## config.mk

```make
export PLATFORM = sky130hd
export DESIGN_NAME = fifo_ctrl_flat
export DESIGN_NICKNAME = d
export VERILOG_FILES = /design/src/rtl/fifo_ctrl_if.sv /design/src/rtl/fifo_ctrl.sv /design/src/flat_wrapper.sv
export SDC_FILE = /design/constraint.sdc
export NUM_CORES = 1
export LEC_CHECK = 0
export CORE_MARGIN = 10
export CORE_UTILIZATION = 38
export CTS_CLUSTER_SIZE = 24
export DETAILED_ROUTE_END_ITERATION = 10
export HOLD_SLACK_MARGIN = 0.12
export PLACE_DENSITY = 0.72
export REMOVE_ABC_BUFFERS = 1
export SYNTH_ARGS = -nofsm -noshare
export SYNTH_HDL_FRONTEND = slang
export SYNTH_SLANG_ARGS = --single-unit
```

## constraint.sdc

```tcl
create_clock -name clk -period 3.3 [get_ports clk]
set_clock_uncertainty 0.15 [all_clocks]
set_input_delay 0.33 -clock clk [delete_from_list [all_inputs] [get_ports clk]]
set_output_delay 0.33 -clock clk [all_outputs]
set_load 0.01 [all_outputs]
```

## src/rtl/fifo_ctrl_if.sv

```systemverilog
// fifo_ctrl_if: bundles the request, threshold and status signals of the FIFO
// pointer/flag controller.
//   master modport: the traffic source/sink side. It drives init, push, pop and
//                   the two thresholds, and observes strobes, pointers, count,
//                   flags and state.
//   slave  modport: the fifo_ctrl block itself. It observes the requests and
//                   drives the memory strobes, pointers and status.
interface fifo_ctrl_if #(
    parameter int MAIN_SIZE = 4,
    parameter int CNT_SIZE  = MAIN_SIZE + 1
);
    logic                 init;
    logic                 push;
    logic                 pop;
    logic [CNT_SIZE-1:0]  th_almost_full;
    logic [CNT_SIZE-1:0]  th_almost_empty;
    logic                 write;
    logic                 read;
    logic [MAIN_SIZE-1:0] wr_ptr;
    logic [MAIN_SIZE-1:0] rd_ptr;
    logic [CNT_SIZE-1:0]  count;
    logic                 full;
    logic                 empty;
    logic                 almost_full;
    logic                 almost_empty;
    logic                 error;
    logic [2:0]           state;

    modport master (
        output init, push, pop, th_almost_full, th_almost_empty,
        input  write, read, wr_ptr, rd_ptr, count,
        input  full, empty, almost_full, almost_empty, error, state
    );

    modport slave (
        input  init, push, pop, th_almost_full, th_almost_empty,
        output write, read, wr_ptr, rd_ptr, count,
        output full, empty, almost_full, almost_empty, error, state
    );
endinterface

```

## src/rtl/fifo_ctrl.sv

```systemverilog
// fifo_ctrl: pointer, occupancy and flag controller for the 4x8 dual-pointer
// FIFO memory. It turns push/pop requests into memory write/read strobes and
// addresses, tracks occupancy, derives full/empty/almost flags against
// thresholds latched during INIT, and runs a RESET/INIT/IDLE/ACTIVE/ERROR
// state machine so upstream flow control can gate traffic on FIFO health.
// Ports:
//   clk   - single clock, all state updates on the rising edge
//   reset - synchronous, active-high; overrides everything
//   bus   - fifo_ctrl_if.slave: init/push/pop/thresholds in; write/read,
//           wr_ptr/rd_ptr, count, full/empty/almost_full/almost_empty, error
//           and state out
module fifo_ctrl #(
    parameter int MAIN_SIZE = 4,
    parameter int DEPTH     = 4,
    parameter int CNT_SIZE  = MAIN_SIZE + 1
) (
    input  logic        clk,
    input  logic        reset,
    fifo_ctrl_if.slave  bus
);
    typedef enum logic [2:0] {
        ST_RESET  = 3'b000,
        ST_INIT   = 3'b001,
        ST_IDLE   = 3'b010,
        ST_ACTIVE = 3'b011,
        ST_ERROR  = 3'b100
    } state_t;

    localparam logic [CNT_SIZE-1:0]  DEPTH_CNT = CNT_SIZE'(DEPTH);
    localparam logic [MAIN_SIZE-1:0] LAST_PTR  = MAIN_SIZE'(DEPTH - 1);

    state_t               state_q;
    logic [MAIN_SIZE-1:0] wr_ptr_q;
    logic [MAIN_SIZE-1:0] rd_ptr_q;
    logic [CNT_SIZE-1:0]  count_q;
    logic [CNT_SIZE-1:0]  count_next;
    logic [CNT_SIZE-1:0]  th_af_q;
    logic [CNT_SIZE-1:0]  th_ae_q;
    logic                 error_q;
    logic                 accepting;
    logic                 full_w;
    logic                 empty_w;
    logic                 write_w;
    logic                 read_w;
    logic                 overflow;
    logic                 underflow;

    // Pointers wrap at the real memory depth, which may be smaller than the
    // address space.
    function automatic logic [MAIN_SIZE-1:0] next_ptr(input logic [MAIN_SIZE-1:0] p);
        return (p == LAST_PTR) ? '0 : p + 1'b1;
    endfunction

    // Requests are only honoured in IDLE/ACTIVE. A push into a full FIFO or a
    // pop from an empty one is rejected and flagged, while the other half of a
    // simultaneous request still goes through.
    always_comb begin
        accepting  = (state_q == ST_IDLE) || (state_q == ST_ACTIVE);
        full_w     = (count_q == DEPTH_CNT);
        empty_w    = (count_q == '0);
        write_w    = accepting && bus.push && !full_w;
        read_w     = accepting && bus.pop  && !empty_w;
        overflow   = accepting && bus.push && full_w;
        underflow  = accepting && bus.pop  && empty_w;
        count_next = count_q;
        if (write_w && !read_w) begin
            count_next = count_q + 1'b1;
        end else if (read_w && !write_w) begin
            count_next = count_q - 1'b1;
        end
    end

    // Single state machine that owns pointers, count, thresholds and the
    // sticky error. An accepted op in the same cycle as an overflow/underflow
    // still lands before the block freezes in ERROR.
    always_ff @(posedge clk) begin
        if (reset) begin
            state_q  <= ST_RESET;
            wr_ptr_q <= '0;
            rd_ptr_q <= '0;
            count_q  <= '0;
            error_q  <= 1'b0;
            th_af_q  <= DEPTH_CNT - 1'b1;
            th_ae_q  <= CNT_SIZE'(1);
        end else begin
            if (write_w) begin
                wr_ptr_q <= next_ptr(wr_ptr_q);
            end
            if (read_w) begin
                rd_ptr_q <= next_ptr(rd_ptr_q);
            end
            count_q <= count_next;
            case (state_q)
                ST_RESET: begin
                    state_q <= ST_INIT;
                end
                ST_INIT: begin
                    th_af_q <= bus.th_almost_full;
                    th_ae_q <= bus.th_almost_empty;
                    if (!bus.init) begin
                        state_q <= ST_IDLE;
                    end
                end
                ST_IDLE, ST_ACTIVE: begin
                    if (overflow || underflow) begin
                        state_q <= ST_ERROR;
                        error_q <= 1'b1;
                    end else if (count_next == '0) begin
                        state_q <= ST_IDLE;
                    end else begin
                        state_q <= ST_ACTIVE;
                    end
                end
                ST_ERROR: begin
                    state_q <= ST_ERROR;
                end
                default: begin
                    state_q <= ST_ERROR;
                    error_q <= 1'b1;
                end
            endcase
        end
    end

    assign bus.write        = write_w;
    assign bus.read         = read_w;
    assign bus.wr_ptr       = wr_ptr_q;
    assign bus.rd_ptr       = rd_ptr_q;
    assign bus.count        = count_q;
    assign bus.full         = full_w;
    assign bus.empty        = empty_w;
    assign bus.almost_full  = (count_q >= th_af_q);
    assign bus.almost_empty = (count_q <= th_ae_q);
    assign bus.error        = error_q;
    assign bus.state        = state_q;
endmodule

```

## src/flat_wrapper.sv

```systemverilog
// flat-port wrapper written by rule: the top's interface ports become plain ports
module fifo_ctrl_flat 
#(
    parameter int MAIN_SIZE = 4,
    parameter int DEPTH     = 4,
    parameter int CNT_SIZE  = MAIN_SIZE + 1
)
  (clk, reset, bus_init, bus_push, bus_pop, bus_th_almost_full, bus_th_almost_empty, bus_write, bus_read, bus_wr_ptr, bus_rd_ptr, bus_count, bus_full, bus_empty, bus_almost_full, bus_almost_empty, bus_error, bus_state);
  fifo_ctrl_if #(.MAIN_SIZE(MAIN_SIZE), .CNT_SIZE(CNT_SIZE)) bus_i ();
  input  logic clk;
  input  logic reset;
  input wire logic [$bits(bus_i.init)-1:0] bus_init;
  input wire logic [$bits(bus_i.push)-1:0] bus_push;
  input wire logic [$bits(bus_i.pop)-1:0] bus_pop;
  input wire logic [$bits(bus_i.th_almost_full)-1:0] bus_th_almost_full;
  input wire logic [$bits(bus_i.th_almost_empty)-1:0] bus_th_almost_empty;
  output wire logic [$bits(bus_i.write)-1:0] bus_write;
  output wire logic [$bits(bus_i.read)-1:0] bus_read;
  output wire logic [$bits(bus_i.wr_ptr)-1:0] bus_wr_ptr;
  output wire logic [$bits(bus_i.rd_ptr)-1:0] bus_rd_ptr;
  output wire logic [$bits(bus_i.count)-1:0] bus_count;
  output wire logic [$bits(bus_i.full)-1:0] bus_full;
  output wire logic [$bits(bus_i.empty)-1:0] bus_empty;
  output wire logic [$bits(bus_i.almost_full)-1:0] bus_almost_full;
  output wire logic [$bits(bus_i.almost_empty)-1:0] bus_almost_empty;
  output wire logic [$bits(bus_i.error)-1:0] bus_error;
  output wire logic [$bits(bus_i.state)-1:0] bus_state;
  assign bus_i.init = bus_init;
  assign bus_i.push = bus_push;
  assign bus_i.pop = bus_pop;
  assign bus_i.th_almost_full = bus_th_almost_full;
  assign bus_i.th_almost_empty = bus_th_almost_empty;
  assign bus_write = bus_i.write;
  assign bus_read = bus_i.read;
  assign bus_wr_ptr = bus_i.wr_ptr;
  assign bus_rd_ptr = bus_i.rd_ptr;
  assign bus_count = bus_i.count;
  assign bus_full = bus_i.full;
  assign bus_empty = bus_i.empty;
  assign bus_almost_full = bus_i.almost_full;
  assign bus_almost_empty = bus_i.almost_empty;
  assign bus_error = bus_i.error;
  assign bus_state = bus_i.state;
  fifo_ctrl #(.MAIN_SIZE(MAIN_SIZE), .DEPTH(DEPTH), .CNT_SIZE(CNT_SIZE)) u_core (.clk(clk), .reset(reset), .bus(bus_i));
endmodule
```

==> summary.md, run 1 <==
| Metric | Value |
|---|---|
| Outcome | completed |
| Syn_area_per_cell | 8.12 um^2 |
| Register area share after synthesis | 32.2% |
| Vias post-DR | 1531 |
| CP arrival | 2440 ps |
| Flops & latches, synth | 27 |
| CP Launch Type | register |
| Synth Warn # | 0 |
| Resized Gates After CTS | 0 |
| Pleak | 0.877 nW |
| Synthesis-to-layout area growth | 26.5% |
| Final Hold Fails | 0 |
| First-pass GRT wire length | 6570 um |
| Largest net degree at the start of global routing | 17 |
| Clock root buffer | clkbuf_8 |
| Hold Path Origin | u_core.bus.error$_SDFFE_PP0P_ |
| DIE HEIGHT | 86.5 um |
| Clk sinks | 27 |
| Global-route usage over all layers | 10.3% |
| Hold buffers post-CTS | 0 |
| Fin crit share | 88.6% |
| Max_slew headroom | 61.6% |
| Total wire length | 3840 um |
| Critical path peak fanout | 7 |
| Post-CTS Setup Inserts | 0 |
| Cell Count, Final, Fillers Out | 292 |
| Port Buf Inserts | 37 |
| Dominant cells by area after synthesis | dfxtp_1 32%, ha_1 11%, nand2_1 7.1%, a21oi_1 5.4%, nor2_1 4.2% |
| Fmax | 342 MHz |
| Remaining Overflow, GRT | 0 |
| Clk_lat worst skew | 270 ps |
| RSZ-0062 raised after global routing | no |
| H-tree level count | 1 |
| Top cells by count, synth | 32 x nand2_1, 27 x dfxtp_1, 19 x nor2_1, 18 x a21oi_1, 15 x ha_1 |
| Num CTS Buffers | 3 |
| CP startpoint | u_core.bus.count[0]$_SDFF_PP0_ |
| CP required | 2820 ps |
| Power Dens Cells | 525 nW/um^2 |
| Antenna-violating nets left | 0 |
| # Max-Cap Violations | 0 |
| Reg2reg setup slack | 690 ps |
| Detailed Place HPWL | 2970 um |
| Die footprint | 7480 um^2 |
| Core footprint | 4320 um^2 |
| I/O pin cnt | 38 |
| Routed len/inst | 13.1 um |
| N_diodes | 0 |
| Share of cells above drive strength 1 | 5.00% |
| Number of global-route vias before repair | 1475 |
| Count leader, synth | nand2_1 |
| Initial core utilization | 38.9% |
| Synth top area share | 32.2% |
| Yosys cell types | 45 |
| Worst VDD drop | 0.366 mV |
| Initial antenna violation count | 0 |
| Slew @ Worst Pin | 574 ps |
| Largest area contributor in the netlist | dfxtp_1 |
| Final nets | 271 |
| Post-synth EDFFs | 0 |
| Synth async-reset ratio | 0% |
| Die W | 86.5 um |
| Filler cells | 442 |
| Final worst path period need | 2920 ps |
| Avg Vias per Cell | 5.24 |
| Final Max Slew Viols | 0 |
| Worst min path class | reg -> reg |
| CTS tree | built |
| Top_reg_cell synth | dfxtp_1 |
| Inst Count DP | 288 |
| DRC viols | 0 |
| Critical R2R Launch | u_core.bus.count[1]$_SDFF_PP0_ |
| Bufs on Longest Clock Path | 2 |
| Post-synthesis cell count | 207 |
| Core Rows | 24 |
| Mapped Area | 1680 um^2 |
| Final setup viols | 0 |
| Clock transition at path regs | 90 ps |
| DR iter-0 viols | 126 |
| Worst Setup End Kind | output port |
| Critical path type | reg -> out |
| Placed Instance Area | 2080 um^2 |
| Gpl congestion | 0.902 |
| Sum Neg Setup Slack | 0 ps |
| First-pass detailed-route iteration total | 5 |
| Final instance area | 2130 um^2 |
## sequential cells by signal, indices dropped and copies added, names as in the netlist
signal / flops
u_core.th_ae_q: 5
u_core.bus.wr_ptr: 4
u_core.bus.count: 5
u_core.bus.error: 1
u_core.th_af_q: 5
u_core.bus.state: 3
u_core.bus.rd_ptr: 4
## cell type report
| class | instances | area, um^2 | area share (%) |
|---|---|---|---|
| clock buffers | 4 | 45.0 | 2.12 |
| inverters | 17 | 63.8 | 3.00 |
| multi-input cells | 152 | 1020 | 47.9 |
| flip-flops and latches | 27 | 541 | 25.4 |
| well taps | 52 | 65.1 | 3.06 |
| repair buffers | 40 | 393 | 18.5 |
## power breakdown
part           switching, mW  internal, mW  total [mW]  leakage (nW)
combinational          0.253         0.265       0.517         0.634
clock                 0.0997        0.0864       0.186        0.0228
sequential            0.0462         0.366       0.412         0.220
total                  0.399         0.717        1.12         0.877
## per-stage QoR
step | power, mW | hold slack, ps | utilization, % | setup WS (ps)
CTS | 1.13 | 304 | 49.2 | 357
global placement | 0.935 | 288 | 48.1 | 686
global route | 1.21 | 315 | 49.2 | 214
floorplan | 0.754 | 249 | - | 864
detailed placement | 0.941 | 290 | 48.1 | 666
finish | 1.12 | 298 | 49.2 | 376
## critical path, cell delays in order, from the launching register on
cell and delay [ps]:
dfxtp_1 460, inv_1 150, ha_1 300, nand2b_1 130
a21o_1 170, a21o_1 160, a21o_1 160, a21o_1 170
clkdlybuf4s50_1 470
## layer usage
layer | routed length (um) | vias up | global-route usage (%)
met5 | 0 | - | 0
met4 | 10 | 0 | 1.47
met2 | 1730 | 45 | 17.0
li1 | - | 786 | -
met1 | 1780 | 698 | 12.4
met3 | 320 | 2 | 4.32
## final timing paths
| path | endpoint | cells after the start |
|---|---|---|
| max | bus_almost_full | 8 |
| min | u_core.bus.error$_SDFFE_PP0P_ | 2 |
| max reg2reg | u_core.bus.state[0]$_SDFFE_PP0P_ | 7 |
| min reg2reg | u_core.bus.error$_SDFFE_PP0P_ | 2 |
## cells in the final DEF, fill, tap and decap left out, types with 4 or more instances in the layout
cell type / instances
a21oi_1: 18
mux2i_1: 6
a21o_1: 7
nand2_1: 32
clkdlybuf4s50_1: 37
ha_1: 15
nand4_1: 4
nor2_1: 19
inv_1: 14
dfxtp_1: 27
o21a_1: 4
## cell families (layout without fill, tap and decap cells)
kind of cell    count (synthesis)  after routing  synth area share (%)
compound gates                 47             47                  20.3
xor+xnor                        4              4                  2.09
fa+ha+maj                      15             15                  11.2
buf+inv                        28             61                  7.22
flops                          27             27                  32.2
mux                             6              6                  3.57
simple gates                   80             80                  23.5
Note: power is estimated with default switching activity, not from simulation.
==> run 2: changes to the inputs <==
CAP_MARGIN = 20   (was unset)
==> results of run 2 <==
The final DEF is identical to that of run 1; final timing and power are the same.
